$ cat src/rtl/fetch_sequencer_pkg.sv
// fetch_sequencer_pkg: shared fetch-stage defaults and FSM state encoding
package fetch_sequencer_pkg;
  localparam int FETCH_ADDR_W = 8;
  localparam int FETCH_INSTR_W = 8;
  localparam logic [FETCH_ADDR_W-1:0] FETCH_RESET_VECTOR = 8'h00;
  typedef enum logic [2:0] {
    FETCH_BOOT   = 3'd0,
    FETCH_IDLE   = 3'd1,
    FETCH_REQ    = 3'd2,
    FETCH_DRAIN  = 3'd3,
    FETCH_HALTED = 3'd4
  } fetch_state_e;
endpackage

$ cat src/rtl/fetch_skid_buf.sv
// fetch_skid_buf: one-entry holding register for a fetch that lands while decode stalls
module fetch_skid_buf #(
  parameter int W = 24
) (
  input  logic         clk,
  input  logic         rst_n,
  input  logic         load_i,
  input  logic         pop_i,
  input  logic         clear_i,
  input  logic [W-1:0] data_i,
  output logic         valid_o,
  output logic [W-1:0] data_o
);
  logic         valid_q;
  logic [W-1:0] data_q;
  // clear beats load beats pop
  always_ff @(posedge clk or negedge rst_n) begin
    if (!rst_n) begin
      valid_q <= 1'b0;
      data_q  <= '0;
    end else begin
      valid_q <= clear_i ? 1'b0 : load_i ? 1'b1 : pop_i ? 1'b0 : valid_q;
      if (load_i && !clear_i) data_q <= data_i;
    end
  end
  assign valid_o = valid_q;
  assign data_o  = data_q;
endmodule

$ cat src/rtl/fetch_sequencer.sv
// fetch_sequencer: PC owner and instruction-fetch FSM feeding the IF/ID register
module fetch_sequencer
  import fetch_sequencer_pkg::*;
#(
  parameter int ADDR_W = FETCH_ADDR_W,
  parameter int INSTR_W = FETCH_INSTR_W,
  parameter logic [ADDR_W-1:0] RESET_VECTOR = FETCH_RESET_VECTOR
) (
  input  logic               clk,
  input  logic               rst_n,
  output logic [ADDR_W-1:0]  inc_pc_o,
  input  logic [ADDR_W-1:0]  inc_pc_i,
  output logic               imem_req,
  output logic [ADDR_W-1:0]  imem_addr,
  input  logic               imem_ack,
  input  logic [INSTR_W-1:0] imem_rdata,
  input  logic               stall,
  input  logic               redirect_valid,
  input  logic [ADDR_W-1:0]  redirect_target,
  input  logic               halt,
  input  logic               resume,
  output logic               if_valid,
  output logic [INSTR_W-1:0] if_instr,
  output logic [ADDR_W-1:0]  if_pc,
  output logic [ADDR_W-1:0]  if_pc_plus1,
  output logic [2:0]         fsm_state
);
  localparam int W = INSTR_W + 2 * ADDR_W;
  fetch_state_e      state_q, state_d;
  logic [ADDR_W-1:0] pc_q, pc_d, drain_addr_q, drain_addr_d;
  logic              halt_pend_q, halt_pend_d, if_valid_q, if_valid_d;
  logic [W-1:0]      if_q, if_d, fetched, skid_dout;
  logic              skid_valid, skid_load, skid_pop, skid_clr;
  assign fetched = {imem_rdata, pc_q, inc_pc_i};
  fetch_skid_buf #(.W(W)) u_skid (
    .clk     (clk),
    .rst_n   (rst_n),
    .load_i  (skid_load),
    .pop_i   (skid_pop),
    .clear_i (skid_clr),
    .data_i  (fetched),
    .valid_o (skid_valid),
    .data_o  (skid_dout)
  );
  // state, PC, drain address and IF/ID registers
  always_ff @(posedge clk or negedge rst_n) begin
    if (!rst_n) begin
      state_q      <= FETCH_BOOT;
      pc_q         <= RESET_VECTOR;
      drain_addr_q <= '0;
      halt_pend_q  <= 1'b0;
      if_valid_q   <= 1'b0;
      if_q         <= '0;
    end else begin
      state_q      <= state_d;
      pc_q         <= pc_d;
      drain_addr_q <= drain_addr_d;
      halt_pend_q  <= halt_pend_d;
      if_valid_q   <= if_valid_d;
      if_q         <= if_d;
    end
  end
  // next state; redirect beats halt beats stall, and a drained fetch never reaches IF/ID
  always_comb begin
    state_d      = state_q;
    pc_d         = pc_q;
    drain_addr_d = drain_addr_q;
    halt_pend_d  = halt_pend_q;
    if_d         = if_q;
    if_valid_d   = stall ? if_valid_q : 1'b0;
    skid_load    = 1'b0;
    skid_pop     = 1'b0;
    skid_clr     = 1'b0;
    imem_req     = 1'b0;
    case (state_q)
      FETCH_BOOT: state_d = stall ? FETCH_IDLE : FETCH_REQ;
      FETCH_REQ: begin
        imem_req = 1'b1;
        if (redirect_valid) begin
          pc_d         = redirect_target;
          if_valid_d   = 1'b0;
          skid_clr     = 1'b1;
          drain_addr_d = pc_q;
          state_d      = imem_ack ? FETCH_REQ : FETCH_DRAIN;
        end else if (halt) begin
          if_valid_d   = 1'b0;
          drain_addr_d = pc_q;
          halt_pend_d  = !imem_ack;
          state_d      = imem_ack ? FETCH_HALTED : FETCH_DRAIN;
        end else if (imem_ack) begin
          pc_d       = inc_pc_i;
          skid_load  = stall;
          state_d    = stall ? FETCH_IDLE : FETCH_REQ;
          if_d       = stall ? if_q : fetched;
          if_valid_d = stall ? if_valid_q : 1'b1;
        end
      end
      FETCH_IDLE: begin
        if (redirect_valid) begin
          pc_d       = redirect_target;
          if_valid_d = 1'b0;
          skid_clr   = 1'b1;
          state_d    = FETCH_REQ;
        end else if (halt) begin
          pc_d       = skid_valid ? skid_dout[2*ADDR_W-1:ADDR_W] : pc_q;
          if_valid_d = 1'b0;
          skid_clr   = 1'b1;
          state_d    = FETCH_HALTED;
        end else if (!stall) begin
          state_d    = FETCH_REQ;
          skid_pop   = skid_valid;
          if_d       = skid_valid ? skid_dout : if_q;
          if_valid_d = skid_valid;
        end
      end
      FETCH_DRAIN: begin
        imem_req    = 1'b1;
        pc_d        = redirect_valid ? redirect_target : pc_q;
        halt_pend_d = redirect_valid ? 1'b0 : (halt_pend_q | halt);
        if_valid_d  = 1'b0;
        if (imem_ack) begin
          state_d     = halt_pend_d ? FETCH_HALTED : FETCH_REQ;
          halt_pend_d = 1'b0;
        end
      end
      FETCH_HALTED: begin
        if_valid_d = 1'b0;
        pc_d       = redirect_valid ? redirect_target : pc_q;
        state_d    = (redirect_valid || resume) ? FETCH_REQ : FETCH_HALTED;
      end
      default: state_d = FETCH_BOOT;
    endcase
  end
  assign inc_pc_o    = pc_q;
  assign imem_addr   = (state_q == FETCH_DRAIN) ? drain_addr_q : pc_q;
  assign if_valid    = if_valid_q;
  assign if_instr    = if_q[W-1:2*ADDR_W];
  assign if_pc       = if_q[2*ADDR_W-1:ADDR_W];
  assign if_pc_plus1 = if_q[ADDR_W-1:0];
  assign fsm_state   = state_q;
endmodule

$ cat config.mk
export PLATFORM = sky130hd
export DESIGN_NAME = fetch_sequencer
export DESIGN_NICKNAME = d
export VERILOG_FILES = /design/src/rtl/fetch_sequencer_pkg.sv /design/src/rtl/fetch_skid_buf.sv /design/src/rtl/fetch_sequencer.sv
export SDC_FILE = /design/constraint.sdc
export NUM_CORES = 1
export LEC_CHECK = 0
export CAP_MARGIN = 20
export CELL_PAD_IN_SITES_DETAIL_PLACEMENT = 1
export CELL_PAD_IN_SITES_GLOBAL_PLACEMENT = 1
export CORE_MARGIN = 1
export CORE_UTILIZATION = 25
export DETAILED_ROUTE_END_ITERATION = 6
export PLACE_DENSITY = 0.54
export SLEW_MARGIN = 40
export SYNTH_ARGS = -nofsm -noshare
export SYNTH_HDL_FRONTEND = slang
export SYNTH_SLANG_ARGS = --single-unit
$ cat constraint.sdc
create_clock -name clk -period 2.2 [get_ports clk]
set_clock_uncertainty 0.1 [all_clocks]
set_input_delay 0.44 -clock clk [delete_from_list [all_inputs] [get_ports clk]]
set_output_delay 0.44 -clock clk [all_outputs]
set_load 0.005 [all_outputs]
==> run metrics <==
hpwl dp 7184 um; I/O pin total 76; CTS Root Cell clkbuf_16; status complete, no violations; Placed Instance Area approximately 4700 um^2; Area Growth Syn to Fin 40.18%; synth unique cells 44; Remaining DRCs 0; Min-Delay Path Class input pin to asynchronous set/reset pin; Synth warnings 0; Worst path max stage delay roughly 0.40 ns; setup TNS 0 ns; DRT iter0 DRCs 91; Crit path max-delay family flip-flops; vias in the first global route roughly 3,000; Core Footprint ~14,000 um^2; Least-Margin Pin Slew 0.4456 ns; Fillers around 1,600; Switching Fraction 34.60%; Critical Path Source Type flop; vias per inst 4.760; max-slew violation count 0; Clk Latency, worst-skew pair around 0.34 ns; Nets between 400 and 500; global-route wire length before repair approximately 17,000 um; CP required roughly 1.7 ns; Initial Utilization between 20% and 30%; flop and latch count out of synthesis 70; top cells by count, synth 70 x dfrtp_1, 38 x nand2_1, 35 x mux2_2, 35 x o21ai_0, 23 x a21oi_1; Routed Wire Length 10,420 um; total number of vias ~3,000; largest net degree at the start of global routing approximately 70; antenna viol nets, final 0; full die area 14,770 um^2; Avg Synthesized Cell Area just over 10 um^2; multi-input logic area roughly 1700 um^2; Peak Freq roughly 0.46 GHz; RSZ-0062 raised after global routing true; share of cells above drive strength 1 a little over a fifth; area share of the largest cell type after synthesis 49.04%; Leakage 2.109 nW; Flop pwr share 33.1%; crit share post-route approximately 100%; ys async rst share 100.0%; CTS Buf Count 9; Die Height approximately 120 um; most numerous cell in the Yosys netlist dfrtp_1; gpl congestion roughly 0.76; Slowest cell on crit path dfrtp_1; CTS tree built; Die Wd between 100 and 150 um; crit path kind flop to primary output; Finish-stage setup viols 0; worst path bufs/invs 3; post-route cell area approximately 5000 um^2; largest area contributor in the netlist dfrtp_1; fin util between 30% and 40%; net switching power between 2 and 2.5 mW; crit-path most repeated cell buf_6; Worst Path Arrival 1.65 ns; WP depth 5; Post-synth EDFFs 0; PortBufs 75; Worst Path Max Fanout 4; grt total ovfl 0; maximum vdd drop roughly 0.43 mV; synth top area cells dfrtp_1 49%, mux2_2 11%, mux2i_1 5.3%; total track usage between 10% and 20%; worst-path cell chain nand3b_1 -> buf_6 -> buf_6 -> mux2_4 -> buf_6; ANT cells 0; drt pass-1 iters 4; CTS Sinks 70; Logic pwr share a little under half; # H-tree levels 3; WL per Instance 16.78 um; Clock transition at path regs 0.06 ns; Gate Count Post-Synth about 350; Clk pwr share between 10% and 20%; std cell rows between 40 and 50; post-synthesis sequential area ratio 49.04%; Tmin final approximately 2.2 ns; Max Cap Viol 0; R2R cell count 5; Sequential cell area about 1800 um^2; Cell Pwr Density around 1400 nW/um^2; post-cts hold buffer count 0; synthesized area around 3600 um^2; Final Hold Vio Count 0; Synth Flop Type dfrtp_1; Slew Limit Headroom a little over two thirds; net count after synthesis 379; Setup crit end kind primary output; Internal Power 4.606 mW; CTS max path bufs 2; initial antenna violation count 0
[worst reg2reg max path, cell delays in order (launching register included)]
cell and delay, ns:
dfrtp_1 0.38, buf_4 0.23, or3b_1 0.54, a32oi_1 0.26, o22ai_1 0.11, mux2_2 0.27
[registers in the layout, summed over array words and instances (netlist names)]
name	flops
if_q	24
u_skid.data_o	24
drain_addr_q	8
inc_pc_o	8
fsm_state	3
halt_pend_q	1
if_valid	1
u_skid.valid_o	1
[per-layer routing]
metal  track usage, %  routed length, um  up-vias
met5                0                  0        -
met4            5.556                151        0
met3            4.448                451       15
met2            22.34               4695       64
met1            20.90               5125     1455
li1                 -                  -     1422
[cell type report]
class	instances	share of cell area, %
clock buffer	13	5.397
clock inverter	3	0.3498
inverter	13	0.9745
multi-input combinational	240	33.26
sequential	70	34.98
tap	180	4.498
timing repair buffer	102	20.54
[cells in the final DEF, fill, tap and decap left out, drive strengths merged, types with 3 or more instances in the layout]
cell,instances
dfrtp,70
clkdlybuf4s50,66
nand2,38
o21ai,38
mux2,36
buf,32
a21oi,24
mux2i,19
clkbuf,14
nor2,13
inv,13
nor3,10
o221ai,8
a31oi,7
nand2b,6
a22o,5
nor2b,3
o22ai,3
clkdlybuf4s15,3
or3b,3
[logic make-up after synthesis]
group / after synthesis / synth area share [%]
simple gates: 87 / 12.08
xor+xnor: 1 / 0.2452
mux: 55 / 16.78
buf+inv: 38 / 5.289
compound gates: 97 / 16.57
flops: 70 / 49.04
[repair_timing]
action / 4_1_cts / 5_1_grt
setup endpoints to repair: 9 / 6
setup buffers: 4 / 0
gates resized for setup: 29 / 3
[metrics by stage]
step	instances	total power, mW	hold WS, ns	setup slack, ns
detailed placement	601	5.665	0.3715	0.01901
floorplan	348	3.981	0.04441	0.3306
global placement	601	5.591	0.3615	0.03686
global route	621	7.570	0.05328	-0.04693
CTS	621	7.135	0.04648	-0.01492
finish	621	7.043	0.01717	0.006361
[path summary, 6_finish.rpt]
path / from / to / slack (ns)
worst max-delay path: fsm_state[2] / imem_addr[3] / 0.006
worst min-delay path: rst_n / u_skid.data_o[21] / 0.02
worst max register to register: fsm_state[2] / inc_pc_o[3] / 0.21
worst min register to register: if_q[9] / if_q[9] / 0.38
max in group asynchronous: rst_n / drain_addr_q[1] / 1.65
min in group clk: if_q[9] / if_q[9] / 0.38
[power groups by stage]
stage	combinational, mW	sequential, mW	clock [mW]
3_3_place_gp	3.26	2.34	0
3_5_place_dp	3.30	2.37	0
2_1_floorplan	1.72	2.26	0
5_1_grt	3.64	2.42	1.51
6_report	3.31	2.33	1.40
4_1_cts	3.34	2.34	1.45
No activity file was read; power rests on OpenSTA's default activity.
